`config.mk`:
```
export PLATFORM = sky130hd
export DESIGN_NAME = wb_bus_arbiter
export DESIGN_NICKNAME = d
export VERILOG_FILES = /design/src/rtl/wb_bus_arbiter.sv
export SDC_FILE = /design/constraint.sdc
export NUM_CORES = 1
export LEC_CHECK = 0
export ABC_AREA = 1
export BUFFER_PORTS_ARGS = -buffer_cell sky130_fd_sc_hd__buf_2
export CAP_MARGIN = 20
export CORE_AREA = 3 3 131 133
export CTS_CLUSTER_SIZE = 25
export DETAILED_ROUTE_END_ITERATION = 10
export DIE_AREA = 0 0 134 136
export SETUP_SLACK_MARGIN = 0.2
export SLEW_MARGIN = 40
export SYNTH_ARGS = -nofsm -noshare
export SYNTH_HDL_FRONTEND = slang
export SYNTH_SLANG_ARGS = --single-unit
export TNS_END_PERCENT = 100
```
`constraint.sdc`:
```
create_clock -name clk_i -period 1.78 [get_ports clk_i]
set_input_delay 0.356 -clock clk_i [delete_from_list [all_inputs] [get_ports clk_i]]
set_output_delay 0.356 -clock clk_i [all_outputs]
set_load 0.01 [all_outputs]
```
`src/rtl/wb_bus_arbiter.sv`:
```
// Two-requester Wishbone bus arbiter with fair alternation on contention
// and a watchdog that aborts an owned cycle the slave never answers.
package wb_pkg;

    typedef struct packed {
        logic        cyc;
        logic        stb;
        logic        we;
        logic [31:0] adr;
        logic [31:0] dat;
        logic [3:0]  sel;
        logic [2:0]  cti;
        logic [1:0]  bte;
    } wb_master_t;

    typedef struct packed {
        logic        ack;
        logic        err;
        logic        rty;
        logic        stall;
        logic [31:0] dat;
    } wb_slave_t;

endpackage

module wb_bus_arbiter
    import wb_pkg::*;
#(
    parameter int unsigned TIMEOUT_CYCLES = 255
) (
    input  logic       clk_i,
    input  logic       rst_ni,
    input  wb_master_t wb_m0_i,
    output wb_slave_t  wb_m0_o,
    input  wb_master_t wb_m1_i,
    output wb_slave_t  wb_m1_o,
    output wb_master_t wb_m_o,
    input  wb_slave_t  wb_s_i,
    output logic [1:0] grant_o,
    output logic       timeout_o
);

    localparam int unsigned CW =
        (TIMEOUT_CYCLES > 0) ? $clog2(TIMEOUT_CYCLES + 1) : 1;
    localparam logic [CW-1:0] TO_LIM = CW'(TIMEOUT_CYCLES);
    localparam logic WD_EN = (TIMEOUT_CYCLES != 0);

    typedef enum logic [2:0] {
        IDLE,
        OWN0,
        OWN1,
        ABORT,
        RELEASE
    } state_e;

    state_e        state_q, state_d;
    logic          last_q, last_d;
    logic          own_q, own_d;
    logic [CW-1:0] cnt_q, cnt_d;

    logic own_cyc;
    logic oth_cyc;
    logic resp;
    logic wd_hit;

    assign own_cyc = own_q ? wb_m1_i.cyc : wb_m0_i.cyc;
    assign oth_cyc = own_q ? wb_m0_i.cyc : wb_m1_i.cyc;
    assign resp    = wb_s_i.ack | wb_s_i.err | wb_s_i.rty;
    assign wd_hit  = WD_EN && (cnt_q == TO_LIM) && !resp;

    always_ff @(posedge clk_i) begin
        if (!rst_ni) begin
            state_q <= IDLE;
            last_q  <= 1'b1;
            own_q   <= 1'b0;
            cnt_q   <= '0;
        end else begin
            state_q <= state_d;
            last_q  <= last_d;
            own_q   <= own_d;
            cnt_q   <= cnt_d;
        end
    end

    // Counter defaults to zero, so any entry into OWNn starts it fresh.
    always_comb begin
        state_d = state_q;
        last_d  = last_q;
        own_d   = own_q;
        cnt_d   = '0;
        unique case (state_q)
            IDLE: begin
                if (wb_m0_i.cyc && wb_m1_i.cyc) begin
                    own_d   = ~last_q;
                    state_d = last_q ? OWN0 : OWN1;
                end else if (wb_m0_i.cyc) begin
                    own_d   = 1'b0;
                    state_d = OWN0;
                end else if (wb_m1_i.cyc) begin
                    own_d   = 1'b1;
                    state_d = OWN1;
                end
            end
            OWN0, OWN1: begin
                if (!own_cyc) begin
                    last_d = own_q;
                    if (oth_cyc) begin
                        own_d   = ~own_q;
                        state_d = own_q ? OWN0 : OWN1;
                    end else begin
                        state_d = IDLE;
                    end
                end else if (wd_hit) begin
                    state_d = ABORT;
                end else if (!resp) begin
                    cnt_d = (cnt_q == TO_LIM) ? cnt_q : cnt_q + 1'b1;
                end
            end
            ABORT: begin
                state_d = RELEASE;
            end
            RELEASE: begin
                if (!own_cyc) begin
                    last_d  = own_q;
                    state_d = IDLE;
                end
            end
            default: begin
                state_d = IDLE;
            end
        endcase
    end

    always_comb begin
        wb_m_o        = '0;
        wb_m0_o       = '0;
        wb_m0_o.stall = 1'b1;
        wb_m0_o.dat   = wb_s_i.dat;
        wb_m1_o       = '0;
        wb_m1_o.stall = 1'b1;
        wb_m1_o.dat   = wb_s_i.dat;
        grant_o       = 2'b00;
        timeout_o     = 1'b0;
        unique case (state_q)
            OWN0: begin
                wb_m_o        = wb_m0_i;
                wb_m0_o.ack   = wb_s_i.ack;
                wb_m0_o.err   = wb_s_i.err;
                wb_m0_o.rty   = wb_s_i.rty;
                wb_m0_o.stall = wb_s_i.stall;
                grant_o       = 2'b01;
            end
            OWN1: begin
                wb_m_o        = wb_m1_i;
                wb_m1_o.ack   = wb_s_i.ack;
                wb_m1_o.err   = wb_s_i.err;
                wb_m1_o.rty   = wb_s_i.rty;
                wb_m1_o.stall = wb_s_i.stall;
                grant_o       = 2'b10;
            end
            ABORT: begin
                timeout_o = 1'b1;
                grant_o   = own_q ? 2'b10 : 2'b01;
                if (own_q) begin
                    wb_m1_o.err   = 1'b1;
                    wb_m1_o.stall = 1'b0;
                end else begin
                    wb_m0_o.err   = 1'b1;
                    wb_m0_o.stall = 1'b0;
                end
            end
            RELEASE: begin
                grant_o = own_q ? 2'b10 : 2'b01;
            end
            default: begin
                grant_o = 2'b00;
            end
        endcase
    end

endmodule

```
==> impl_results.md <==
* Status: finished clean
* Final setup violation count at 0
* Register-to-register setup slack at 0.31 ns
* Final Hold Viols at 0
* Routed wirelength normalized by instance count at 17.3 um
* Critical path required time at roughly 1.4 ns
* Final ANT Viol Nets at 0
* I/O Buffers at 244
* WS Path Type: register to output pin
* #FFs+latches synth at 13
* Startpoint types: register
* Syn_area_per_cell at 7.30 um2
* Syn. warnings at 0
* Post-synth top cells: a22o_1, buf_4, nand2_1, nor2_1, inv_1
* PwrDens at 1580 nW/um2
* Routed WL at 12.1 mm
* Post-synth EDFFs at 0
* Final period utilization at 0.993
* Final number of max-transition violations at 0
* Slowest-stage cell, CP: dfxtp_4
* Filler instances at 1750
* Number of nets in the layout at slightly below 700
* Synth area leader: a22o_1
* Max frequency at between 0.5 and 0.6 GHz
* Antenna cells at 0
* Worst Max-Slew Pin Slew at 0.480 ns
* Worst Clk Skew at between 0.005 and 0.006 ns
* Core ar. at 15900 um2
* Mapped cell area at 2140 um2
* Tmin final at around 1.8 ns
* RD Place Congestion at around 0.8
* Most instantiated library cell after synthesis: a22o_1
* Die Area at 18200 um2
* Starting Density at 0.134
* Worst Hold Launch: rst_ni
* Horiz. Die Dim at 134 um
* Die Height at 136 um
* Worst-Skew Late Latency at 0.24 ns
* Ys flop type: dfxtp_1
* Initial antenna violation count at 0
* Worst-path fanout max at 10
* Hold WS at 0.409 ns
* Worst Hold Depth at 2
* DR pass1 iterations at 4
* Seq/Total Area, Yosys at 0.122
* Final setup TNS at 0 ns
* Worst r2r src: state_q[2]
* Critical Path Max Stage Delay at 0.37 ns
* Post-synth top area share at 0.307
* Clock root cell: clkbuf_16
* Worst min-delay path class: primary input to register
* RSZ-0062 raised after global routing: yes
* Worst EP arrival at 1.41 ns
* Leakage at 0.00200 uW
* CTS buffer count at 3
* Grt ovf at 0
* Hold endpoint: last_q
* Cells after synthesis at 293
* Via Count at 2914
* H-tree levels at 1
* CTS clk-pin slew, worst paths at 0.05 ns
* I/O Pins at ~340
* Async set-reset flop share out of synthesis at 0
* Clk buf depth at 2
* Power Total at 5800 uW
* GR Util All Layers at 0.115
* Area contributors post-synth: a22o_1, buf_4, dfxtp_1, nand2_1, buf_6
* Core Rows at 46
* Hpwl dp at 9.34 mm
* First-pass GRT wire length at 16.4 mm
* Slew HR at 0.677
* Pin count of the biggest net entering global routing at 22
* Crit. End Element: output pin
* CP Cell Sequence: inv_2 > nand3_4 > inv_8 > clkbuf_16 > a22o_4 > buf_2
* Maximum VDD drop at 829 uV
* Syn Nets at 484
* Reg2reg end: cnt_q[4]
* Vias/cell at a little over 4
* Vias in the first global route at 2729
* Initial DRC Count at around 90
* Max Cap Viol at 0
* Remaining DRCs at 0
* CTS tree: built
* # hold bufs at CTS at 0
* Share of layout cells above drive strength 1 at 0.621
* Synth-to-Final Area Change at 71.9%
* Distinct cells, synth at 26
* Reg2Reg Depth at 8
* Clock net sink count at 13
-- cell type report --
| class | count | area, um2 | area share |
|---|---|---|---|
| repair buffers | 270 | 1680 | 0.457 |
| multi-input cells | 179 | 1280 | 0.349 |
| well taps | 216 | 270 | 0.0735 |
| flip-flops and latches | 13 | 269 | 0.0731 |
| inverters | 20 | 95.1 | 0.0259 |
| clock buffers | 4 | 78.8 | 0.0214 |
-- where the power goes --
group | internal [uW] | switching, uW | leakage [uW]
logic | 2430 | 2540 | 0.00185
registers | 353 | 56.3 | 0.000107
clock network | 302 | 117 | 0.0000382
-- per-layer routing --
| layer | vias to the layer above | share of wire | track usage |
|---|---|---|---|
| li1 | 1363 | - | - |
| met1 | 1353 | 0.42 | 0.147 |
| met2 | 196 | 0.48 | 0.191 |
| met3 | 2 | 0.11 | 0.0455 |
| met4 | 0 | 0.0011 | 0.00629 |
| met5 | - | 0 | 0 |
-- state kept, by name, summed over array words and instances, names as in the netlist --
signal / flops
own_q: 1
last_q: 1
state_q: 3
cnt_q: 8
-- worst max-delay path: cells and delay by family (launching register included) --
family / cells / cell delay [ns]
AND/OR/NAND/NOR: 1 / 0.10
AO/OA/AOI/OAI: 1 / 0.27
buffers and inverters: 4 / 0.43
flip-flops: 1 / 0.37
-- cell usage in the layout (no fill, tap or decap), types with 2 or more instances in the layout --
master     instances
a22oi_2            2
buf_16             4
a22o_1            70
buf_12             5
a22o_4             5
inv_8              2
o21ai_1            2
nand2_2            2
inv_4              2
inv_1             15
buf_4             14
xor2_1             2
nor2_4             3
o21ai_0            5
dfxtp_1           10
nor2_2             2
buf_2            229
buf_6             16
a21oi_1           12
dfxtp_4            2
o22ai_1            2
clkbuf_16          4
nor2_1            21
or2_2              2
nand3_4            2
nand2_1           31
nand3_1            8
-- how the worst max path moves through the flow --
stage / slack [ns] / endpoint / from
after floorplan: 0.22 / grant_o[0] / state_q[0]
after global placement: 0.12 / wb_m_o[56] / state_q[2]
after detailed placement: 0.09 / wb_m_o[56] / state_q[2]
after CTS: -0.006 / wb_m_o[72] / state_q[1]
after global routing: -0.04 / wb_m_o[6] / state_q[2]
final: 0.01 / wb_m_o[32] / state_q[1]
-- metrics by stage --
step	util	worst slack, ns	instances	instance area (um2)
after floorplan	-	0.218	293	2140
after global placement	0.195	0.118	681	3110
after detailed placement	0.195	0.0918	681	3110
after CTS	0.222	-0.00631	697	3540
after global routing	0.231	-0.0401	702	3680
final	0.231	0.0125	702	3680
-- logic make-up after synthesis --
group,count (synthesis),synth area share
xor gates and xnor gates,3,0.0123
DFF,13,0.122
buffers and inverters,101,0.328
adders and majority gates,1,0.00585
and+or+nand+nor,73,0.154
AOI/OAI and AO/OA,102,0.378
-- repair_timing --
item	CTS	global route
pin swaps	4	2
endpoints found under the setup margin	87	95
gates resized for setup	49	16
buffers inserted	8	4
hold endpoints to repair	0	0
gates cloned	4	1
Power figures use the tool's default switching activity.
